--- src/rtl/jtag_shift_ctrl.sv ---
// JTAG shift controller for one VME-mapped chain. A write strobe launches a TAP reset,
// header, shift and trailer sequence on TCK/TMS/TDI; a read strobe returns the TDO capture.
module jtag_shift_ctrl #(
    parameter int TCK_DIV = 2
) (
    input  logic        FPGACLK,
    input  logic        SYSRST_B,
    input  logic        STRB,
    input  logic        WRITE,
    input  logic [3:0]  FUNC,
    input  logic [3:0]  NBITS_M1,
    input  logic [15:0] DIN,
    output logic [15:0] DOUT,
    output logic        BUSY,
    output logic        DTACK,
    output logic        OVR,
    output logic        TCK,
    output logic        TMS,
    output logic        TDI,
    input  logic        TDO
);

    typedef enum logic [2:0] {S_IDLE, S_RST, S_HDR, S_SHIFT, S_TLR, S_DONE} state_t;

    localparam logic [3:0] DIV_LAST = 4'(TCK_DIV - 1);

    state_t      r_state;
    logic        r_ir;
    logic        r_trl;
    logic [3:0]  r_nbits;
    logic [15:0] r_din;
    logic [3:0]  r_bit;
    logic [3:0]  r_div;
    logic        r_tck;
    logic        r_tms;
    logic        r_tdi;
    logic [15:0] r_dout;
    logic        r_busy;
    logic        r_dtack;
    logic        r_ovr;

    state_t      w_start_state;
    state_t      w_next_state;
    state_t      w_adv_state;
    logic        w_last;
    logic [3:0]  w_adv_idx;
    logic [15:0] w_mask;

    // TMS level for TCK period idx of a state; header paths start from Run-Test-Idle.
    function automatic logic tms_for(input state_t st, input logic [3:0] idx,
                                     input logic ir, input logic trl, input logic [3:0] last_bit);
        case (st)
            S_RST:   tms_for = (idx != 4'd5);
            S_HDR:   tms_for = ir ? (idx < 4'd2) : (idx == 4'd0);
            S_SHIFT: tms_for = trl && (idx == last_bit);
            S_TLR:   tms_for = (idx == 4'd0);
            default: tms_for = 1'b0;
        endcase
    endfunction

    always_comb begin
        // NOTE: every always_comb output gets a default first so no path can infer a latch.
        w_last       = 1'b0;
        w_next_state = S_DONE;
        w_mask       = 16'hFFFF >> (4'd15 - NBITS_M1);

        if (FUNC[3])      w_start_state = S_RST;
        else if (FUNC[0]) w_start_state = S_HDR;
        else              w_start_state = S_SHIFT;

        case (r_state)
            S_RST:   w_last = (r_bit == 4'd5);
            S_HDR: begin
                w_last       = (r_bit == (r_ir ? 4'd3 : 4'd2));
                w_next_state = S_SHIFT;
            end
            S_SHIFT: begin
                w_last       = (r_bit == r_nbits);
                w_next_state = r_trl ? S_TLR : S_DONE;
            end
            S_TLR:   w_last = (r_bit == 4'd1);
            default: w_last = 1'b0;
        endcase

        // Counter stops at the last index, so a 16-bit shift never wraps r_bit.
        w_adv_state = w_last ? w_next_state : r_state;
        w_adv_idx   = w_last ? 4'd0 : r_bit + 4'd1;
    end

    // NOTE: sequential state uses non-blocking assignments only; the async reset clears
    // every register, including the captured DOUT data.
    always_ff @(posedge FPGACLK or negedge SYSRST_B) begin
        if (!SYSRST_B) begin
            r_state <= S_IDLE;
            r_ir    <= 1'b0;
            r_trl   <= 1'b0;
            r_nbits <= '0;
            r_din   <= '0;
            r_bit   <= '0;
            r_div   <= '0;
            r_tck   <= 1'b0;
            r_tms   <= 1'b0;
            r_tdi   <= 1'b0;
            r_dout  <= '0;
            r_busy  <= 1'b0;
            r_dtack <= 1'b0;
            r_ovr   <= 1'b0;
        end else begin
            r_dtack <= 1'b0;
            case (r_state)
                S_IDLE: begin
                    if (STRB && WRITE) begin
                        r_state <= w_start_state;
                        r_busy  <= 1'b1;
                        r_ir    <= FUNC[2];
                        r_trl   <= FUNC[1];
                        r_nbits <= NBITS_M1;
                        r_din   <= DIN;
                        r_bit   <= '0;
                        r_div   <= '0;
                        r_dout  <= r_dout & w_mask;
                        r_tms   <= tms_for(w_start_state, 4'd0, FUNC[2], FUNC[1], NBITS_M1);
                        if (w_start_state == S_SHIFT) r_tdi <= DIN[0];
                    end else if (STRB) begin
                        r_dtack <= 1'b1;
                        r_ovr   <= 1'b0;
                    end
                end
                S_DONE: begin
                    r_dtack <= 1'b1;
                    r_busy  <= 1'b0;
                    r_state <= S_IDLE;
                end
                default: begin
                    // TCK engine: low half then high half; TDO sampled on the rise,
                    // TMS/TDI updated on the fall that ends each period.
                    if (r_div != DIV_LAST) begin
                        r_div <= r_div + 4'd1;
                    end else begin
                        r_div <= '0;
                        r_tck <= ~r_tck;
                        if (!r_tck) begin
                            if (r_state == S_SHIFT) r_dout[r_bit] <= TDO;
                        end else begin
                            r_state <= w_adv_state;
                            r_bit   <= w_adv_idx;
                            if (w_adv_state != S_DONE)
                                r_tms <= tms_for(w_adv_state, w_adv_idx, r_ir, r_trl, r_nbits);
                            if (w_adv_state == S_SHIFT) r_tdi <= r_din[w_adv_idx];
                        end
                    end
                end
            endcase
            if (STRB && r_state != S_IDLE) r_ovr <= 1'b1;
        end
    end

    assign DOUT  = r_dout;
    assign BUSY  = r_busy;
    assign DTACK = r_dtack;
    assign OVR   = r_ovr;
    assign TCK   = r_tck;
    assign TMS   = r_tms;
    assign TDI   = r_tdi;

endmodule

--- config.mk ---
export PLATFORM = sky130hd
export DESIGN_NAME = jtag_shift_ctrl
export DESIGN_NICKNAME = d
export VERILOG_FILES = /design/src/rtl/jtag_shift_ctrl.sv
export SDC_FILE = /design/constraint.sdc
export NUM_CORES = 1
export LEC_CHECK = 0
export ABC_AREA = 1
export CAP_MARGIN = 20
export CORE_ASPECT_RATIO = 1.4
export CORE_MARGIN = 2
export CORE_UTILIZATION = 45
export CTS_CLUSTER_DIAMETER = 30
export DETAILED_ROUTE_END_ITERATION = 10
export GPL_ROUTABILITY_DRIVEN = 0
export PLACE_DENSITY_LB_ADDON = 0.25
export SYNTH_ARGS = -nofsm -noshare
export SYNTH_HDL_FRONTEND = slang
export SYNTH_SLANG_ARGS = --single-unit
--- constraint.sdc ---
create_clock -name FPGACLK -period 1.95 [get_ports FPGACLK]
set_input_delay 0.39 -clock FPGACLK [delete_from_list [all_inputs] [get_ports FPGACLK]]
set_output_delay 0.39 -clock FPGACLK [all_outputs]
set_load 0.01 [all_outputs]
# ---- Word-level counts from Yosys, hierarchy flattened
# Cells that the tools add are included.
dict set report classes {
  mux 51
  bitwise 5
  shift 1
  addsub 3
  eq_ne 27
  n_reduce_logical 29
  magnitude_cmp 4
}
# operator n
set op_table {}
lappend op_table {{$mux 16} 4}
lappend op_table {{$pmux 16 s2} 1}
lappend op_table {{$mux 1} 22}
lappend op_table {{$mux 4} 5}
lappend op_table {{$eq 3x2->1 const B} 6}
lappend op_table {{$and 16x16->16} 1}
lappend op_table {{$bwmux 16} 1}
lappend op_table {{$pmux 4 s2} 2}
lappend op_table {{$shr 16x4->16 const A} 1}
lappend op_table {{$mux 3} 5}
lappend op_table {{$reduce_bool 2->1} 7}
lappend op_table {{$eq 3x3->1 const B} 4}
lappend op_table {{$pmux 3 s2} 2}
lappend op_table {{$lt 4x5->1 const B} 2}
lappend op_table {{$pmux 1 s2} 5}
lappend op_table {{$reduce_and 5->1} 2}
lappend op_table {{$eq 3x1->1 const B} 3}
lappend op_table {{$add 4x1->4 const B} 2}
lappend op_table {{$eq 4x4->1} 2}
lappend op_table {{$logic_not 4->1} 2}
lappend op_table {{$pmux 1 s4} 2}
lappend op_table {{$reduce_and 2->1} 4}
lappend op_table {{$ne 2x1->1 const B} 3}
lappend op_table {{$reduce_and 3->1} 2}
lappend op_table {{21 further kinds} 30}
dict set report word_totals {
  register_bits 55
  wordCells 134
  input_bits 29
}

# ---- Depth between registers and ports, before layout
# Gate-level depths: netlist (run 1).
dict set report depth {
  depth_word 11
  ltp_mapped 21
  mapped_depth_nobuf 19
}

# ---- Worst setup path after synthesis (run 1)
# Ideal clock, no wire load.
dict set report synth_timing {
  path_type {flip-flop to flip-flop}
  from {reg r_state[0]}
  to {reg r_dout[5], in the netlist DOUT[5]}
  t_arrival_ns 1.793
  stages_incl_launch_ff 14
  setup_time_ns 0.122
  n_path_buf 1
  slack_ns 0.036
  path_cell_list {dfrtp_1 -> buf_4 -> nor2_2 -> inv_2 -> nor2_4 -> nand2_1 -> o21ai_1 -> nand2_2 -> inv_2 -> nand2_2 -> o31ai_1 -> o211ai_1 -> nand2_1 -> o21ai_1}
}
dict set report synth_between {
  elab_chain_cells 3
  word_cells_on_any_way 10
  cone_classes {eq/ne: 5; mux: 1; bitwise: 1; reduce/logical: 3}
}
# element line_no
set synth_rtl {}
lappend synth_rtl {{start: declaration} 27} ;# state_t r_state;
lappend synth_rtl {{start signal: assignment} 113} ;# r_state <= w_start_state;
lappend synth_rtl {{start signal: assignment} 145} ;# r_state <= w_adv_state;
lappend synth_rtl {{$eq 3x2->1 (tied with other cells)} 143} ;# if (r_state == S_SHIFT) r_dout[r_bit] <= TDO;
lappend synth_rtl {{$reduce_bool 2->1 (no source line) (tied with other cells)} -}
lappend synth_rtl {{$reduce_and 5->1 (no source line)} -}
lappend synth_rtl {{end signal: assignment} 121} ;# r_dout <= r_dout & w_mask;
lappend synth_rtl {{end: declaration} 37} ;# logic [15:0] r_dout;
# Parallel ways exist; a longest one is shown, timed or not.
# A chain may end at the register's enable or synchronous reset.

# ---- Worst setup path in the final report (run 1)
dict set report layout_timing {
  from {reg r_state[0]}
  to {reg r_dout[7], in the netlist DOUT[7]}
}
# The elaborated chain is that of the path after synthesis.

==> metrics.md, run 1 <==
| Metric | Value |
|---|---|
| Post-Synthesis Mean Instance Area | roughly 7.3 µm² |
| List of most frequent post-synthesis cells | sky130_fd_sc_hd__nand2_1, sky130_fd_sc_hd__dfrtp_1, sky130_fd_sc_hd__inv_1, sky130_fd_sc_hd__nor2_1, sky130_fd_sc_hd__o21ai_0 |
| Number of clock sinks seen by CTS | 55 |
| Number of antenna violations at the first check in global routing | 0 |
| Depth of the CTS H-tree | 2 |
| HPWL reported at the end of detailed placement | between 7000 and 8000 µm |
| Warning count from the yosys run | 0 |
| Top flip-flop cell by instance count after synthesis | sky130_fd_sc_hd__dfrtp_1 |
| Global-route wire length before repair | between 15000 and 20000 µm |
| Fraction of layout instances using a drive strength above 1 | 0.297 |
| Worst clock skew on the final layout | 5.79 ps |
| Worst slew margin relative to its limit | 0.557 |
| Depth of the worst register-to-register path | 14 |
| Layout Nets | slightly above 600 |
| Kind of capture point of the worst setup path | flip-flop |
| Initial Utilization | 0.457 |
| Clk slew on worst S/H paths | between 100 and 150 ps |
| CP required | around 2200 ps |
| DR iter-0 viols | 273 |
| Vias after detailed routing | ~3800 |
| Biggest area consumer among synthesized cells | sky130_fd_sc_hd__dfrtp_1 |
| Number of ports placed on the die boundary | 51 |
| Status | complete, but fails checks |
| Cell area after placement | 4370 µm² |
| Leak Pwr | 2.46 nW |
| Post-route DRC | 0 |
| Ys async rst share | 1.00 |
| GR Util All Layers | 0.268 |
| Floorplan die area | 8090 µm² |
| Worst flop-to-flop path startpoint | r_state[0] |
| Detail-routed net length per standard cell | 16.6 µm |
| Startpoint types | flip-flop |
| Power density cells | about 1500 nW/µm² |
| PortBufs | 50 |
| Nets in the synthesized netlist | 488 |
| Worst-path maximum fanout | 6 |
| GRT Residual Overflow | 0 |
| Final Critical Period | between 2000 and 2500 ps |
| Design Power | 7.40 mW |
| Routed wire length | between 10000 and 15000 µm |
| Largest net degree at the start of global routing | 31 |
| Reg2Reg Setup Slack | -210 ps |
| Unrepaired setup endpoints after global routing | yes |
| Hold Crit Class | input pin to async pin |
| TritonCTS Buffers | 5 |
| Floorplan row count | 37 |
| Die span in x | 76.6 µm |
| Post-synthesis to final-layout area growth | 49.8% |
| Post-synthesis cell type count | 32 |
| End of the worst register-to-register path | DOUT[7] |
| Maxcap violations | 0 |
| Die Ht | 106 µm |
| Crit Path Category | flip-flop to flip-flop |
| Antenna diode instance count | 0 |
| Final setup vio count | 16 |
| Synthesized netlist cell count | roughly 450 |
| Utilization after layout | 0.684 |
| Data arrival at the endpoint of the critical path | between 2000 and 2500 ps |
| Clock network latency to the later pin of the worst-skew pair | approximately 320 ps |
| Remaining number of nets flagged by the antenna check after routing | 0 |
| Clock root cell | sky130_fd_sc_hd__clkbuf_8 |
| Final hold viol count | 0 |
| Number of enable flip-flop cells after synthesis | 0 |
| Final count of pins violating max slew | 0 |
| Final non-filler cell area | 4970 µm² |
| Detailed-route vias per instance | approximately 5.6 |
| Clock tree from TritonCTS | yes |
| Clk buf depth | 2 |
| Yosys reg bits | 55 |
| Number of global-route vias before repair | around 3600 |
| CTS hold repair buffers | 0 |
| Violations in the final reports | setup timing |
| Sequential share of the synthesized area | 0.414 |
| Core area | between 7000 and 8000 µm² |
| Leading cell types by total area after synthesis | sky130_fd_sc_hd__dfrtp_1, sky130_fd_sc_hd__nand2_1, sky130_fd_sc_hd__inv_1 |
| Actual transition at the worst max-transition pin | 665 ps |
| Final period utilization | 1.11 |
| Setup WS post-layout | -212 ps |
| Cell area after synthesis | roughly 3300 µm² |
| Detailed-router iteration count before antenna repair | 5 |
| Maximum achievable frequency | roughly 460 MHz |
| Most frequent cell after synthesis | sky130_fd_sc_hd__nand2_1 |
| Synth top area share | 0.414 |
| Max rail drop VDD | around 0.00076 V |
cell families (layout without fill, tap and decap cells):
group           Yosys count  in the layout  share of synthesized area
flops                    55             55                      0.414
compound gates           89             89                      0.158
xor+xnor                  4              4                     0.0105
simple gates            217            218                      0.282
fa+ha+maj                 6              6                     0.0226
buf+inv                  76            207                     0.0927
mux                       6              6                     0.0200
worst max-delay path, cell delays in order (launching register included):
cell and delay, ps:
sky130_fd_sc_hd__dfrtp_2 450, sky130_fd_sc_hd__buf_6 130, sky130_fd_sc_hd__nor2_4 110, sky130_fd_sc_hd__inv_2 60, sky130_fd_sc_hd__nor2_4 190, sky130_fd_sc_hd__buf_6 160, sky130_fd_sc_hd__nor2_2 40, sky130_fd_sc_hd__o21ai_2 140
sky130_fd_sc_hd__nand2_2 110, sky130_fd_sc_hd__clkinv_4 110, sky130_fd_sc_hd__nand2_4 60, sky130_fd_sc_hd__o31ai_2 210, sky130_fd_sc_hd__nand2_1 90, sky130_fd_sc_hd__nand2_1 90, sky130_fd_sc_hd__o21ai_1 100
worst max path at each step:
| stage | startpoint | end | slack (ps) | depth (start not counted) |
|---|---|---|---|---|
| detailed placement | r_state[0] | TMS | -300 | 17 |
| CTS | r_state[0] | TMS | -130 | 19 |
| finish | r_state[0] | DOUT[7] | -210 | 14 |
| global route | r_state[0] | TMS | -330 | 21 |
| floorplan | r_state[0] | DOUT[5] | 40 | 13 |
| global placement | r_state[0] | TDI | -220 | 15 |
per-stage QoR:
step                setup slack [ps]  hold slack, ps  cells  setup TNS, ps
floorplan                       35.6            94.4    453              0
global placement                -217             448    652           -812
detailed placement              -300             456    652          -1530
CTS                             -131            93.6    670           -578
global route                    -335             119    682          -2680
finish                          -212            82.3    682          -1390
report_power, final:
| group | switching (mW) | internal [mW] | total (mW) |
|---|---|---|---|
| clock | 0.434 | 0.265 | 0.699 |
| combinational | 2.66 | 2.14 | 4.80 |
| sequential | 0.317 | 1.58 | 1.90 |
layout make-up:
| cell class | count | area (µm²) |
|---|---|---|
| fillers | 564 | 2290 |
| multi-input cells | 323 | 1910 |
| flip-flops and latches | 55 | 1380 |
| repair buffers | 136 | 1220 |
| inverters | 63 | 246 |
| well taps | 97 | 121 |
| clock buffers | 5 | 68.8 |
| clock inverters | 3 | 27.5 |
per-layer routing:
layer  routed length [µm]  track usage  part of all wire
met1                 4080        0.294              0.36
met2                 5860        0.495              0.52
met3                  679       0.0420             0.060
met4                  712        0.138             0.063
met5                    0            0                 0
what timing repair did:
action                                 in CTS  in global routing
setup buffers                               9                 14
pin swaps                                   9                 17
setup endpoints to repair                  17                 29
resized for setup                          45                 56
cloned                                      1                  0
endpoints found under the hold margin       0                  0
registers in the layout (all words and copies together), names as in the netlist:
register	flops
DOUT	16
r_din	16
r_bit	4
r_div	4
r_nbits	4
r_state	3
BUSY	1
DTACK	1
OVR	1
TCK	1
TDI	1
TMS	1
r_ir	1
r_trl	1
cells in the final DEF (no fill, tap or decap), types with 16 or more instances in the layout:
cell type,n
sky130_fd_sc_hd__nand2_1,115
sky130_fd_sc_hd__buf_4,69
sky130_fd_sc_hd__dfrtp_1,51
sky130_fd_sc_hd__inv_1,51
sky130_fd_sc_hd__clkdlybuf4s50_1,49
sky130_fd_sc_hd__nor2_1,32
sky130_fd_sc_hd__nand3_1,26
sky130_fd_sc_hd__a21oi_1,19
sky130_fd_sc_hd__o21ai_0,18
sky130_fd_sc_hd__nand2_2,16
No activity file was read; power rests on OpenSTA's default activity.
==> run 2, diff against run 1 <==
--- a/config.mk
+++ b/config.mk
@@ -7,13 +7,14 @@
 export LEC_CHECK = 0
 export ABC_AREA = 1
 export CAP_MARGIN = 20
-export CORE_ASPECT_RATIO = 1.4
+export CORE_ASPECT_RATIO = 0.7
 export CORE_MARGIN = 2
 export CORE_UTILIZATION = 45
 export CTS_CLUSTER_DIAMETER = 30
 export DETAILED_ROUTE_END_ITERATION = 10
 export GPL_ROUTABILITY_DRIVEN = 0
 export PLACE_DENSITY_LB_ADDON = 0.25
+export SKIP_CTS_REPAIR_TIMING = 1
 export SYNTH_ARGS = -nofsm -noshare
 export SYNTH_HDL_FRONTEND = slang
 export SYNTH_SLANG_ARGS = --single-unit
==> run 2 against run 1 <==
Effect of this change: the run still ends with setup timing left; core utilization is 4.7 points lower; count of clock-buffer cells in the layout is 1 higher; sequential power hardly changed; global-route usage is 2.9 points lower; wire length is 18% lower; clock skew is 2.6 ps higher; largest cell class unchanged.
==> metrics.md, run 2 (synthesis gave the netlist of run 1 again) <==
| Metric | Value |
|---|---|
| Final Critical Period | ~2100 ps |
| Number of buffer and inverter instances along the worst setup path | 2 |
| Detail-routed net length per standard cell | between 10 and 15 µm |
| Accumulated negative setup slack | -321 ps |
| Sequential fraction of design power | 0.276 |
| Clock network latency to the later pin of the worst-skew pair | slightly above 300 ps |
| Layout Nets | 604 |
| Final setup vio count | 5 |
| Slowest-stage cell, CP | sky130_fd_sc_hd__dfrtp_2 |
| Final hold viol count | 0 |
| PortBufs | 50 |
| Dpl ws | -222 ps |
| Power density cells | 1480 nW/µm² |
| Number of clock sinks seen by CTS | 55 |
| Detailed-router iteration count before antenna repair | 5 |
| Final count of pins violating max slew | 0 |
| Clock network fraction of total power | 0.115 |
| Critical Path, Cell by Cell | inv_1, nand2_1, nand2_1, nand2_1, nand2_1, nand2_1, nor2_4, nand3_4, nand2_4, inv_2, o21ai_0, nand3_1, nand3_1, nand2_1, nand2_1, nand2_1 |
| Status | complete, but fails checks |
| Post-route DRC | 0 |
| Unrepaired setup endpoints after global routing | yes |
| Switch Pwr | approximately 3 mW |
| DR iter-0 viols | roughly 340 |
| Worst slew margin relative to its limit | 0.722 |
| Actual transition at the worst max-transition pin | 415 ps |
| Vias after detailed routing | between 3000 and 4000 |
| Switching fraction of total power | 0.435 |
| Number of placed instances, taps included | approximately 660 |
| Fin cells | between 600 and 700 |
| CP max stage delay | roughly 470 ps |
| GR Util All Layers | 0.240 |
| Setup WS post-layout | -148 ps |
| Int Power | approximately 3.9 mW |
| Worst clock skew on the final layout | 8.42 ps |
| Largest net degree at the start of global routing | 56 |
| Final period utilization | 1.08 |
| Clock tree from TritonCTS | yes |
| Depth of the CTS H-tree | 2 |
| Violations in the final reports | setup timing |
| Data arrival at the endpoint of the critical path | roughly 2300 ps |
| CP required | 2160 ps |
| Core area | just over 7000 µm² |
| Initial Utilization | 0.460 |
| Most used cells in the layout excluding fill and tap cells | sky130_fd_sc_hd__nand2_1, sky130_fd_sc_hd__buf_4, sky130_fd_sc_hd__inv_1, sky130_fd_sc_hd__dfrtp_1, sky130_fd_sc_hd__clkdlybuf4s50_1 |
| Crit Path Category | flip-flop to flip-flop |
| Max rail drop VDD | between 0.0006 and 0.0007 V |
| Leak Pwr | between 2 and 2.5 nW |
| Kind of capture point of the worst setup path | flip-flop |
| Number of global-route vias before repair | around 3200 |
| Gate power share | 0.609 |
| Worst-path maximum fanout | 13 |
| TritonCTS Buffers | 5 |
| Leading cell type in the layout, fill and taps excluded | sky130_fd_sc_hd__nand2_1 |
| Global-route wire length before repair | about 15000 µm |
| Floorplan die area | ~8100 µm² |
| Remaining number of nets flagged by the antenna check after routing | 0 |
| Clock root cell | sky130_fd_sc_hd__clkbuf_8 |
| Clk buf depth | 2 |
| Number of ports placed on the die boundary | 51 |
| Routed wire length | ~9300 µm |
| Fraction of layout instances using a drive strength above 1 | 0.218 |
| Startpoint types | flip-flop |
| Antenna diode instance count | 0 |
| Largest delay share family, worst path | simple AND/OR/NAND/NOR gates |
| Die span in x | 107 µm |
| CP most frequent cell | sky130_fd_sc_hd__nand2_1 |
| Maxcap violations | 0 |
| Utilization after layout | 0.638 |
| HPWL reported at the end of detailed placement | 7090 µm |
| Die Ht | approximately 76 µm |
| Hold Crit Class | input pin to async pin |
| Number of antenna violations at the first check in global routing | 0 |
| Floorplan row count | 26 |
| Detailed-route vias per instance | a little over 5 |
| Final non-filler cell area | 4600 µm² |
| Design Power | approximately 6.8 mW |
| GRT Residual Overflow | 0 |
| Cell area after placement | between 4000 and 5000 µm² |
| Min Hold Slack | 43.1 ps |
| Clk slew on worst S/H paths | roughly 100 ps |
| Post-synthesis to final-layout area growth | 38.7% |
| Maximum achievable frequency | ~480 MHz |
## run 2: final cells by class
type                            instances  area [µm²]
Timing Repair Buffer                  122        1060
Multi-Input combinational cell        322        1690
Clock buffer                            6        72.6
Fill cell                             662        2620
Tap cell                               98         123
Clock inverter                          2        38.8
Sequential cell                        55        1380
Inverter                               63         239
## run 2: worst reg2reg max path: stages (launching register included)
cell,delay (ps)
sky130_fd_sc_hd__dfrtp_2,470
sky130_fd_sc_hd__inv_1,90
sky130_fd_sc_hd__nand2_1,60
sky130_fd_sc_hd__nand2_1,90
sky130_fd_sc_hd__nand2_1,60
sky130_fd_sc_hd__nand2_1,60
sky130_fd_sc_hd__nand2_1,80
sky130_fd_sc_hd__nor2_4,130
sky130_fd_sc_hd__nand3_4,140
sky130_fd_sc_hd__nand2_4,170
sky130_fd_sc_hd__inv_2,70
sky130_fd_sc_hd__o21ai_0,210
sky130_fd_sc_hd__nand3_1,130
sky130_fd_sc_hd__nand3_1,90
sky130_fd_sc_hd__nand2_1,50
sky130_fd_sc_hd__nand2_1,50
sky130_fd_sc_hd__nand2_1,40
## run 2: per-layer routing
metal	wire, µm	vias up	track usage
met4	121	0	0.0664
met2	3990	105	0.381
li1	-	1707	-
met3	547	15	0.0342
met5	0	-	0
met1	4590	1604	0.347
## run 2: path summary, 6_finish.rpt
path                            startpoint         end  slack (ps)  cells past startpoint
max in group asynchronous         SYSRST_B   r_din[11]        1640                      2
worst max register to register  r_state[1]         TDI        -150                     16
min in group FPGACLK              DOUT[11]    DOUT[11]         500                      2
worst min register to register    DOUT[11]    DOUT[11]         500                      2
worst max-delay path            r_state[1]         TDI        -150                     16
worst min-delay path              SYSRST_B  r_state[1]          40                      2
## run 2: power by group through the flow
stage                     sequential, mW  combinational [mW]  clock (mW)
after floorplan                     1.88                2.26           0
final                               1.88                4.15       0.783
after global routing                1.94                4.63       0.847
after CTS                           1.87                4.01       0.804
after detailed placement            1.89                3.99           0
after global placement              1.89                3.89           0
